$ cat src/rtl/dt_pkg.sv
// Shared definitions for the vout write scheduler: command codes, state encoding, FIFO default.
package dt_pkg;

   localparam int unsigned DEFAULT_FIFO_DEPTH = 2048;

   localparam logic [3:0] CMD_START = 4'h1;
   localparam logic [3:0] CMD_DATA  = 4'h2;
   localparam logic [3:0] CMD_STOP  = 4'h3;

   typedef enum logic [1:0] {
      ST_IDLE    = 2'd0,
      ST_STREAM  = 2'd1,
      ST_PAUSE   = 2'd2,
      ST_DISCARD = 2'd3
   } state_e;

endpackage

$ cat src/rtl/vout_write_sched_if.sv
// RX byte stream plus vout FIFO write port; slave is the scheduler, master is the RX/FIFO side.
interface vout_write_sched_if #(
   parameter int unsigned UW_W = $clog2(dt_pkg::DEFAULT_FIFO_DEPTH)
);
   logic [7:0]      rx_data;
   logic            rx_valid;
   logic            rx_last;
   logic            rx_user;
   logic            rx_ready;
   logic [3:0]      vout_fifow_data;
   logic            vout_fifow_request;
   logic [UW_W-1:0] vout_fifow_used_words;

   modport master (
      output rx_data, rx_valid, rx_last, rx_user,
      input  rx_ready,
      input  vout_fifow_data, vout_fifow_request,
      output vout_fifow_used_words
   );

   modport slave (
      input  rx_data, rx_valid, rx_last, rx_user,
      output rx_ready,
      output vout_fifow_data, vout_fifow_request,
      input  vout_fifow_used_words
   );
endinterface

$ cat src/rtl/fifo_watermark.sv
// Registered hysteresis comparator: throttle sets at/above HIGH_WATER, clears at/below LOW_WATER.
module fifo_watermark #(
   parameter int unsigned UW_W       = 11,
   parameter int unsigned HIGH_WATER = 1984,
   parameter int unsigned LOW_WATER  = 1024
) (
   input  logic            clk,
   input  logic            rst,
   input  logic [UW_W-1:0] used_words,
   output logic            throttle
);
   logic throttle_d, throttle_q;

   always_comb begin
      throttle_d = throttle_q;
      if (used_words >= UW_W'(HIGH_WATER)) begin
         throttle_d = 1'b1;
      end else if (used_words <= UW_W'(LOW_WATER)) begin
         throttle_d = 1'b0;
      end
   end

   always_ff @(posedge clk or negedge rst) begin
      if (!rst) begin
         throttle_q <= 1'b0;
      end else begin
         throttle_q <= throttle_d;
      end
   end

   assign throttle = throttle_q;
endmodule

$ cat src/rtl/vout_write_sched.sv
// Owns the vout FIFO write port: decodes RX command nibbles, frames writes with START/STOP,
// throttles RX on FIFO fill level and drops errored packets.
module vout_write_sched
   import dt_pkg::*;
#(
   parameter int unsigned FIFO_DEPTH = DEFAULT_FIFO_DEPTH,
   parameter int unsigned HIGH_WATER = 1984,
   parameter int unsigned LOW_WATER  = 1024,
   parameter int unsigned CNT_W      = 16
) (
   input  logic                 clk,
   input  logic                 rst,
   vout_write_sched_if.slave    bus,
   output logic [1:0]           state,
   output logic [CNT_W-1:0]     nibble_count,
   output logic [CNT_W-1:0]     frame_err_count,
   output logic                 overflow
);
   localparam int unsigned UW_W = $clog2(FIFO_DEPTH);
   localparam logic [UW_W-1:0] FULL_LEVEL = UW_W'(FIFO_DEPTH - 1);

   state_e           state_d, state_q;
   logic [CNT_W-1:0] nib_d, nib_q;
   logic [CNT_W-1:0] err_d, err_q;
   logic             ovf_d, ovf_q;
   logic             req_d, req_q;
   logic [3:0]       data_d, data_q;
   logic             ready_d, ready_q;
   logic             throttle;
   logic             accept;
   logic [3:0]       cmd;

   fifo_watermark #(
      .UW_W       (UW_W),
      .HIGH_WATER (HIGH_WATER),
      .LOW_WATER  (LOW_WATER)
   ) u_watermark (
      .clk        (clk),
      .rst        (rst),
      .used_words (bus.vout_fifow_used_words),
      .throttle   (throttle)
   );

   assign accept = bus.rx_valid && ready_q;
   assign cmd    = bus.rx_data[7:4];

   always_comb begin
      state_d = state_q;
      nib_d   = nib_q;
      err_d   = err_q;
      ovf_d   = ovf_q;
      req_d   = 1'b0;
      data_d  = data_q;
      if (accept && bus.rx_user) begin
         if (err_q != '1) begin
            err_d = err_q + 1'b1;
         end
         state_d = bus.rx_last ? ST_IDLE : ST_DISCARD;
      end else begin
         unique case (state_q)
            ST_IDLE: begin
               if (accept && cmd == CMD_START) begin
                  state_d = ST_STREAM;
                  nib_d   = '0;
               end
            end
            ST_STREAM: begin
               // START/STOP outrank a pending throttle; pause is re-evaluated next cycle.
               if (accept && cmd == CMD_START) begin
                  nib_d = '0;
               end else if (accept && cmd == CMD_STOP) begin
                  state_d = ST_IDLE;
               end else begin
                  if (accept && cmd == CMD_DATA) begin
                     if (bus.vout_fifow_used_words == FULL_LEVEL) begin
                        ovf_d = 1'b1;
                     end else begin
                        req_d  = 1'b1;
                        data_d = bus.rx_data[3:0];
                        nib_d  = nib_q + 1'b1;
                     end
                  end
                  if (throttle) begin
                     state_d = ST_PAUSE;
                  end
               end
            end
            ST_PAUSE: begin
               if (!throttle) begin
                  state_d = ST_STREAM;
               end
            end
            ST_DISCARD: begin
               if (accept && bus.rx_last) begin
                  state_d = ST_IDLE;
               end
            end
            default: state_d = ST_IDLE;
         endcase
      end
      ready_d = (state_d != ST_PAUSE);
   end

   always_ff @(posedge clk or negedge rst) begin
      if (!rst) begin
         state_q <= ST_IDLE;
         nib_q   <= '0;
         err_q   <= '0;
         ovf_q   <= 1'b0;
         req_q   <= 1'b0;
         data_q  <= 4'h0;
         ready_q <= 1'b0;
      end else begin
         state_q <= state_d;
         nib_q   <= nib_d;
         err_q   <= err_d;
         ovf_q   <= ovf_d;
         req_q   <= req_d;
         data_q  <= data_d;
         ready_q <= ready_d;
      end
   end

   assign bus.rx_ready           = ready_q;
   assign bus.vout_fifow_request = req_q;
   assign bus.vout_fifow_data    = data_q;
   assign state                  = state_q;
   assign nibble_count           = nib_q;
   assign frame_err_count        = err_q;
   assign overflow               = ovf_q;
endmodule

$ cat src/flat_wrapper.sv
// flat-port wrapper written by rule: the top's interface ports become plain ports
module vout_write_sched_flat import dt_pkg::*;
#(
   parameter int unsigned FIFO_DEPTH = DEFAULT_FIFO_DEPTH,
   parameter int unsigned HIGH_WATER = 1984,
   parameter int unsigned LOW_WATER  = 1024,
   parameter int unsigned CNT_W      = 16
)
  (clk, rst, state, nibble_count, frame_err_count, overflow, bus_rx_data, bus_rx_valid, bus_rx_last, bus_rx_user, bus_rx_ready, bus_vout_fifow_data, bus_vout_fifow_request, bus_vout_fifow_used_words);
  vout_write_sched_if #(.UW_W(11)) bus_i ();
  input  logic clk;
  input  logic rst;
  output logic [1:0] state;
  output logic [CNT_W-1:0] nibble_count;
  output logic [CNT_W-1:0] frame_err_count;
  output logic overflow;
  input wire logic [$bits(bus_i.rx_data)-1:0] bus_rx_data;
  input wire logic [$bits(bus_i.rx_valid)-1:0] bus_rx_valid;
  input wire logic [$bits(bus_i.rx_last)-1:0] bus_rx_last;
  input wire logic [$bits(bus_i.rx_user)-1:0] bus_rx_user;
  output wire logic [$bits(bus_i.rx_ready)-1:0] bus_rx_ready;
  output wire logic [$bits(bus_i.vout_fifow_data)-1:0] bus_vout_fifow_data;
  output wire logic [$bits(bus_i.vout_fifow_request)-1:0] bus_vout_fifow_request;
  input wire logic [$bits(bus_i.vout_fifow_used_words)-1:0] bus_vout_fifow_used_words;
  assign bus_i.rx_data = bus_rx_data;
  assign bus_i.rx_valid = bus_rx_valid;
  assign bus_i.rx_last = bus_rx_last;
  assign bus_i.rx_user = bus_rx_user;
  assign bus_rx_ready = bus_i.rx_ready;
  assign bus_vout_fifow_data = bus_i.vout_fifow_data;
  assign bus_vout_fifow_request = bus_i.vout_fifow_request;
  assign bus_i.vout_fifow_used_words = bus_vout_fifow_used_words;
  vout_write_sched #(.FIFO_DEPTH(FIFO_DEPTH), .HIGH_WATER(HIGH_WATER), .LOW_WATER(LOW_WATER), .CNT_W(CNT_W)) u_core (.clk(clk), .rst(rst), .bus(bus_i), .state(state), .nibble_count(nibble_count), .frame_err_count(frame_err_count), .overflow(overflow));
endmodule
$ cat config.mk
export PLATFORM = sky130hd
export DESIGN_NAME = vout_write_sched_flat
export DESIGN_NICKNAME = d
export VERILOG_FILES = /design/src/rtl/dt_pkg.sv /design/src/rtl/vout_write_sched_if.sv /design/src/rtl/fifo_watermark.sv /design/src/rtl/vout_write_sched.sv /design/src/flat_wrapper.sv
export SDC_FILE = /design/constraint.sdc
export NUM_CORES = 1
export LEC_CHECK = 0
export CORE_MARGIN = 1.5
export CORE_UTILIZATION = 49
export CTS_BUF_LIST = sky130_fd_sc_hd__clkbuf_4
export DETAILED_ROUTE_END_ITERATION = 8
export HOLD_SLACK_MARGIN = 0.1
export PLACE_DENSITY = 0.87
export SYNTH_ARGS = -nofsm -noshare
export SYNTH_HDL_FRONTEND = slang
export SYNTH_SLANG_ARGS = --single-unit
$ cat constraint.sdc
create_clock -name clk -period 2.1 [get_ports clk]
set_clock_uncertainty 0.1 [all_clocks]
set_input_delay 0.42 -clock clk [delete_from_list [all_inputs] [get_ports clk]]
set_output_delay 0.42 -clock clk [all_outputs]
set_load 0.1 [all_outputs]
**Yosys cells after proc, flatten, opt, wreduce, memory -nomap -nowiden**

Index checks and enable logic that the tools add are counted.

- Flip-flop bits (word level): 42
- Bits of input ports: 24
- Output and inout bits: 41

- $add $sub $neg: 2
- Order comparisons: 2
- Equality and inequality tests: 13
- Multiplexer cells: 23
- Bitwise gates (word level): 4
- Reduce and logical (&&, ||, !) cells: 13

Operator list:

| kind | count |
|---|---|
| $mux 16 | 5 |
| $add 16x1->16 const B | 2 |
| $pmux 16 s2 | 1 |
| $reduce_and 6->1 | 3 |
| $mux 2 | 8 |
| $ne 16x16->1 const B | 1 |
| $eq 11x11->1 const B | 1 |
| $ge 11x11->1 const B | 1 |
| $le 11x11->1 const B | 1 |
| $eq 4x2->1 const B | 2 |
| $mux 1 | 8 |
| $pmux 2 s4 | 1 |
| $logic_and 1x1->1 | 6 |
| $ne 3x2->1 const B | 2 |
| $eq 2x2->1 const B | 2 |
| $eq 4x1->1 const B | 1 |
| $not 1->1 | 4 |
| $reduce_bool 2->1 | 2 |
| $ne 3x1->1 const B | 1 |
| $eq 2x1->1 const B | 1 |
| $logic_not 2->1 | 1 |
| $ne 2x1->1 const B | 1 |
| $ne 2x2->1 const B | 1 |
| $reduce_and 2->1 | 1 |

**Logic depth before layout (Yosys ltp)**

Gate-level depths: netlist of run 1.

- Depth after elaboration: 7
- Depth in mapped cells: 8

**Modules after synthesis**

From an unflattened synthesis of run 1, not the netlist that was laid out.

- Cells, all modules: 215
- Area total of the unflattened synthesis: 2,209.6 um2

By module, submodules not included:

| module | instances | cells each | area each (um2) | seq. area each (um2) |
|---|---|---|---|---|
| vout_write_sched | 1 | 207 | 2,133.3 | 1,026.0 |
| fifo_watermark | 1 | 8 | 76.3 | 25.0 |

**Worst setup path after synthesis of run 1**

No wires, ideal clock.

- Path kind: reg-to-reg
- Start point: register u_core.ready_q (netlist: u_core.bus.rx_ready)
- End point: register u_core.nib_q[6] (netlist: u_core.nibble_count[6])
- Arrival time: 2.385 ns
- Data required time: 1.923 ns
- Slack: -0.462 ns
- Stages on the path, launching flop included: 8
- Buffers on the path: 2
- Clock period less this slack: 2.562 ns
- Path through: dfrtp_1 -> nand4bb_1 -> buf_2 -> o21ai_4 -> a21oi_2 -> buf_6 -> or4b_1 -> a21oi_1

- Word-level cells in the longest chain between the ends: 4
- Elaborated cells between the ends (all ways): 13

Ends and longest elaborated chain:

| item | RTL line | text |
|---|---|---|
| start, declared | vout_write_sched.sv:28 | `logic ready_d, ready_q;` |
| start signal, assigned | vout_write_sched.sv:120 | `ready_q <= ready_d;` |
| $logic_and 1x1->1 * | vout_write_sched.sv:44 | `assign accept = bus.rx_valid && ready_q;` |
| $logic_and 1x1->1, on equally long branches | n/a |  |
| $ne 3x2->1 (no line), or another cell as far along | n/a |  |
| $reduce_and 6->1 (no line) or $pmux 16 s2 (tied branches) | n/a |  |
| end signal, assigned | vout_write_sched.sv:115 | `nib_q <= nib_d;` |
| end, declared | vout_write_sched.sv:23 | `logic [CNT_W-1:0] nib_d, nib_q;` |

Mark *: on every way between the ends. The rest lies on a longest branch, timed or not.
A chain may end at the register's enable or synchronous reset.

**Final worst setup path of run 1**

- Start point: input bus_rx_data[5]
- End point: register u_core.nib_q[6] (netlist: u_core.nibble_count[6])

- Word-level cells in the longest chain between the ends: 4
- Elaborated cells between the ends (all ways): 13

Ends and longest elaborated chain:

| item | RTL line | text |
|---|---|---|
| start, declared | flat_wrapper.sv:17 | `input wire logic [$bits(bus_i.rx_data)-1:0] bus_rx_data;` |
| $eq 4x2->1, or another cell as far along | vout_write_sched.sv:71 | `end else if (accept && cmd == CMD_STOP) begin` |
| $logic_and 1x1->1, on equally long branches | n/a |  |
| $ne 3x2->1 (no line), or another cell as far along | n/a |  |
| $reduce_and 6->1 (no line) or $pmux 16 s2 (tied branches) | n/a |  |

Several ways; a longest one is shown, not always the timed one.

==> results.tsv, run 1 <==
metric	value	unit
clock network fraction of total power	13.2	%
CP required	2.30	ns
Layout Cells excl Fill	377	
CTS tree	yes	
final WL	6.50	mm
Final Power	3.01	mW
min Tclk post-route	2.08	ns
DRC	0	
Max clock buf depth	2	
Int Power	1.55	mW
Chip Height	70.2	um
Final Hold Vio Count	0	
dpl ws	-0.404	ns
antenna cell count	0	
Root Buffer	clkbuf_4	
Highest Clock Rate	0.482	GHz
post-synthesis register bit count	42	
synthesized area per cell	10.1	um2
num ports	65	
measured slew at the worst slew-check pin	0.541	ns
CP peak stage delay	0.56	ns
Placeable Area	0.00435	mm2
CP cell instances	clkdlybuf4s50_1 -> nand2b_1 -> o21ai_4 -> a21oi_4 -> or4b_4 -> a21oi_2	
CP Max Fanout	8	
WP data arrival	2.28	ns
vias in the first global route	2134	
DRT iter0 DRCs	255	
largest net degree at the start of global routing	23	
Die ar.	0.00493	mm2
Comb pwr share	51.3	%
final slew viol count	0	
P_sw	1.46	mW
element type at the critical path start	primary input	
VDD IR max	1.19	mV
Syn Nets	246	
outcome	complete, no violations	
synth top area cells	dfrtp_1 47%, o31ai_1 5.1%, nand3_1 4.1%	
clock sinks	42	
Initial Utilization	50.8	%
Pre-antenna DRT Iters	4	
Hold Path Class	register to register	
delay-heaviest family, CP	simple AND/OR/NAND/NOR gates	
std cell rows	24	
RSZ-0062 raised after global routing	yes	
Ys Warns	0	
# port buffers	64	
worst skew pair latency	0.36	ns
Cells after DPL	361	
commonest non-fill, non-tap cells in the layout	62 x buf_4, 24 x dfrtp_2, 19 x clkdlybuf4s50_1	
Area Overhead vs Synth	55.5	%
Final WS setup	0.0237	ns
Seq pwr share	35.5	%
grt ovf	0	
DR vias	2315	
Clock Pin Slew Worst Setup and Hold Paths	0.13	ns
area share of the leading cell type in the synthesized netlist	47.5	%
Pwr per Cell Area	875	mW/mm2
antenna violations before repair	0	
commonest non-fill, non-tap cell in the layout	buf_4	
DRT antenna net count	0	
period utilisation layout	98.9	%
Rel. slew slack	63.9	%
vias per cell	6.14	
Tot GR Track Use	24.6	%
Synth Cell Area	0.00221	mm2
H-tree lvl count	2	
Die W	70.2	um
first-pass GRT wire length	9.54	mm
most area-hungry cell type in the Yosys netlist	dfrtp_1	
Leak Pwr	1.50	nW
setup violators final	0	
total negative setup slack	0	ns
ratio of cells with drive above 1 in the final layout	44.6	%
WL/cell	17.2	um
Worst Path Buf+Inv	1	
Fillers	265	
WS Path Type	primary input to register	
CTS buffer count	5	
Routability Congestion	0.857	
Nets	350	
Setup crit end kind	register	
post-synthesis cell type count	47	
post-synthesis sequential area ratio	47.5	%
critical-path cell with the highest stage delay	or4b_4	
Gate Count Post-Synth	220	
DPL Wire Length	4.27	mm
max cap viols	0	
switching share of power	48.5	%
routing by layer:
metal  vias up  global-route usage, %  wire length (um)
li1       1042                      -                 -
met5         -                      0                 0
met1      1151                   32.2              2680
met3        23                   5.77               355
met4         0                   13.2               191
met2        99                   37.8              3280
state kept, by name, summed over array words and instances (netlist names):
register / count
u_core.frame_err_count: 16
u_core.state: 2
u_core.u_watermark.throttle: 1
u_core.bus.vout_fifow_data: 4
u_core.overflow: 1
u_core.nibble_count: 16
u_core.bus.rx_ready: 1
u_core.bus.vout_fifow_request: 1
per-stage QoR:
| step | util [%] | cell area (um2) | hold slack (ns) |
|---|---|---|---|
| 2_1_floorplan | - | 2290 | 0.0244 |
| 3_3_place_gp | 74.1 | 3230 | 0.321 |
| 3_5_place_dp | 74.1 | 3230 | 0.328 |
| 4_1_cts | 75.9 | 3310 | 0.388 |
| 5_1_grt | 79.0 | 3440 | 0.403 |
| 6_report | 79.0 | 3440 | 0.388 |
timing repair:
action / 4_1_cts / 5_1_grt
gates resized for setup: 0 / 23
setup buffers: 2 / 4
endpoints found under the setup margin: 2 / 21
hold buffers: 1 / 0
hold endpoints to repair: 21 / 0
pin swaps: 1 / 12
cloned: 0 / 1
cell families (layout without fill, tap and decap cells):
| logic type | after synthesis | count (layout) | synth area share [%] |
|---|---|---|---|
| adders and majority gates | 2 | 2 | 1.13 |
| DFF | 42 | 42 | 47.5 |
| AOI/OAI and AO/OA | 48 | 49 | 15.5 |
| xor gates and xnor gates | 14 | 14 | 5.54 |
| and+or+nand+nor | 97 | 97 | 25.0 |
| buffers and inverters | 11 | 115 | 2.32 |
| muxes | 6 | 6 | 3.00 |
power groups by stage:
stage                     sequential, mW  combinational [mW]  clock [mW]
after global routing                1.09                1.61       0.439
after detailed placement            1.08                1.46           0
after global placement              1.08                1.43           0
after CTS                           1.07                1.49       0.414
final                               1.07                1.54       0.398
after floorplan                     1.73               0.315           0
worst reg2reg max path, delay by kind of cell, from the launching register on:
kind	cells	cell delay, ns
compound gates	1	0.26
simple gates	4	0.69
buf+inv	3	0.46
flops	1	0.46
synth_stat cells, drive strengths merged:
library cell,n
dfrtp,42
xnor2,5
or4b,1
o221ai,1
mux2i,1
a311oi,1
mux2,5
a21o,1
ha,2
nand3,18
nand2b,4
a32oi,1
nor2b,4
clkbuf,2
or4,10
a41oi,1
or3,1
nor3b,2
nand4b,1
nand4,6
o211a,1
buf,3
nor4bb,1
a21boi,1
o31ai,15
and3,3
a21oi,11
inv,6
nor3,9
and4,3
a31o,1
nand2,18
o21a,1
o21ai,8
nor2,13
nor4b,2
o22a,1
xor2,9
o41ai,4
nand4bb,1
worst paths after layout:
| path | start | end | slack, ns | cells after the start |
|---|---|---|---|---|
| setup / recovery | bus_rx_data[5] | u_core.nibble_count[6]$_DFFE_PN0P_ | 0.02 | 6 |
| hold / removal | u_core.overflow$_DFFE_PN0P_ | u_core.overflow$_DFFE_PN0P_ | 0.39 | 2 |
| setup reg to reg | u_core.bus.rx_ready$_DFF_PN0_ | u_core.nibble_count[4]$_DFFE_PN0P_ | 0.04 | 8 |
| hold reg to reg | u_core.overflow$_DFFE_PN0P_ | u_core.overflow$_DFFE_PN0P_ | 0.39 | 2 |
| max in group asynchronous | rst | u_core.nibble_count[1]$_DFFE_PN0P_ | 0.89 | 3 |
| min in group asynchronous | rst | u_core.frame_err_count[12]$_DFFE_PN0P_ | 0.48 | 2 |
final cells by class:
type                       instances  area [um2]  area share (%)
tap                               52        65.1            1.89
clock inverter                     2        8.76           0.255
clock buffer                       6        45.0            1.31
timing repair buffer             101         976            28.4
multi-input combinational        168        1220            35.5
inverter                           6        22.5           0.655
sequential                        42        1100            32.1
Power figures use the tool's default switching activity.
==> inputs of run 2 (changes only) <==
==> constraint.sdc (replaced) <==
create_clock -name clk -period 2.1 [get_ports clk]
set_clock_uncertainty 0.1 [all_clocks]
set_input_delay 0.42 -clock clk [delete_from_list [all_inputs] [get_ports clk]]
set_output_delay 0.42 -clock clk [all_outputs]
set_load 0.01 [all_outputs]
==> run 2 against run 1 <==
Count of clock-buffer cells in the layout rose by 1. Die area did not move. Flip-flop and latch count did not move. Global-route usage rose by 0.88 points. Fmax fell by 0.39%. Worst setup slack got worse by 0.0081 ns. Hold slack got worse by 0.0044 ns. Total power fell by 24%. Register-to-register slack barely moved. Utilization fell by 1.6 points.
==> results.tsv, run 2 (synthesis gave the netlist of run 1 again) <==
metric	value	unit	change
DR vias	2267		-2.1%
# port buffers	64		unchanged
Placeable Area	0.00435	mm2	unchanged
num ports	65		unchanged
antenna violations before repair	0		unchanged
vias in the first global route	2209		+3.5%
Area Overhead vs Synth	52.2	%	
setup violators final	0		unchanged
Post-DP Area	0.00317	mm2	-1.9%
Fillers	274		+3.4%
outcome	complete, no violations		
Die ar.	0.00493	mm2	unchanged
Tot GR Track Use	25.5	%	+0.88 points
CTS buffer count	5		unchanged
largest net degree at the start of global routing	24		+4.3%
Leak Pwr	1.46	nW	-2.2%
Pwr per Cell Area	683	mW/mm2	-22%
period utilisation layout	99.3	%	+0.39 points
Final Core Density	77.4	%	-1.6 points
Initial Utilization	50.8	%	unchanged
Pre-antenna DRT Iters	4		unchanged
WS Path Type	primary input to register		
CP required	2.31	ns	about the same
DRC	0		unchanged
grt ovf	0		unchanged
min-delay src	u_core.overflow$_DFFE_PN0P_		
DPL Wire Length	4.35	mm	+1.8%
Setup crit end kind	register		
Hold Path Class	register to register		
measured slew at the worst slew-check pin	0.510	ns	-0.0310 ns
Root Buffer	clkbuf_4		
max cap viols	0		unchanged
Routability Congestion	0.860		+0.32%
worst skew pair latency	0.36	ns	about the same
fin area	0.00337	mm2	-2.1%
commonest non-fill, non-tap cells in the layout	59 x clkdlybuf4s50_1, 42 x dfrtp_1, 35 x buf_4		
RSZ-0062 raised after global routing	yes		
VDD IR max	0.509	mV	-57%
element type at the critical path start	primary input		
Rel. slew slack	66.0	%	+2.1 points
ratio of cells with drive above 1 in the final layout	21.4	%	-23 points
vias per cell	5.98		-2.6%
R2R Path Start	u_core.bus.rx_ready$_DFF_PN0_		
final WL	6.38	mm	-1.8%
final slew viol count	0		unchanged
commonest non-fill, non-tap cell in the layout	clkdlybuf4s50_1		
min Tclk post-route	2.08	ns	+0.00812 ns
CTS tree	yes		
H-tree lvl count	2		unchanged
WL/cell	16.8	um	-2.3%
CP Launch Point	bus_rx_data[5]		
DRT antenna net count	0		unchanged
DRT iter0 DRCs	271		+6.3%
CP Max Fanout	9		+1
Highest Clock Rate	0.480	GHz	-0.39%
Max clock buf depth	2		unchanged
clock sinks	42		unchanged
Nets	353		+0.86%
first-pass GRT wire length	10.0	mm	+5.0%
WP data arrival	2.29	ns	about the same
Chip Height	70.2	um	unchanged
std cell rows	24		unchanged
Final Hold Vio Count	0		unchanged
antenna cell count	0		unchanged
Clock Pin Slew Worst Setup and Hold Paths	0.12	ns	about the same
Die W	70.2	um	unchanged
[run 2: cell count changes in the layout (fill, tap and decap cells not counted), moves of 4 or more]
cell / before / now
buf_4: 62 / 35
dfrtp_4: 6 / 0
a21oi_2: 5 / 1
dfrtp_1: 12 / 42
buf_12: 12 / 2
clkdlybuf4s50_1: 19 / 59
a21oi_1: 5 / 9
dfrtp_2: 24 / 0
[run 2: worst paths after layout]
path / slack [ns] / endpoint / cells past startpoint
worst max-delay path: 0.02 / u_core.nibble_count[14]$_DFFE_PN0P_ / 7
worst min-delay path: 0.38 / u_core.overflow$_DFFE_PN0P_ / 2
worst max register to register: 0.04 / u_core.nibble_count[14]$_DFFE_PN0P_ / 8
worst min register to register: 0.38 / u_core.overflow$_DFFE_PN0P_ / 2
max in group asynchronous: 0.92 / u_core.frame_err_count[6]$_DFFE_PN0P_ / 3
min in group asynchronous: 0.48 / u_core.nibble_count[13]$_DFFE_PN0P_ / 2
[run 2: layout make-up]
class	count	area [um2]	share of cell area, %
multi-input combinational	168	1200	35.5
sequential	42	1050	31.2
timing repair buffer	104	981	29.1
tap	52	65.1	1.93
clock buffer	7	52.6	1.56
inverter	6	22.5	0.668
[run 2: timing repair]
action	4_1_cts	5_1_grt
hold endpoints to repair	19	0
pin swaps	0	3
setup buffers	0	5
hold buffers	1	0
gates cloned	0	1
setup endpoints to repair	15	25
gates resized for setup	4	17
[run 2: where the power goes]
| group | internal, mW | total, mW | switching, mW | leakage (nW) |
|---|---|---|---|---|
| registers | 0.902 | 1.00 | 0.102 | 0.545 |
| logic | 0.461 | 0.889 | 0.428 | 0.885 |
| clock network | 0.152 | 0.407 | 0.255 | 0.0322 |
[run 2: metal layers]
metal / track usage (%) / up-vias / routed length [um]
met3: 3.03 / 18 / 316
met1: 33.6 / 1096 / 2680
met2: 42.3 / 102 / 3240
met5: 0 / - / 0
li1: - / 1051 / -
met4: 11.1 / 0 / 147
[run 2: stage by stage]
stage	TNS (ns)	hold slack [ns]	setup slack [ns]	instances	power, mW
final	0	0.384	0.0156	379	2.30
after global routing	-0.0915	0.417	-0.0526	379	2.42
after CTS	-0.000383	0.385	-0.000383	373	2.23
after detailed placement	-10.34	0.309	-0.545	365	1.81
after global placement	-8.48	0.304	-0.481	365	1.78
after floorplan	0	0.0244	0.103	220	1.36
[run 2: worst max-delay path: stages]
cell,delay [ns]
clkdlybuf4s50_1,0.50
nand2b_4,0.21
o21ai_4,0.24
a21oi_4,0.11
buf_4,0.16
or4_4,0.51
a21oi_2,0.14
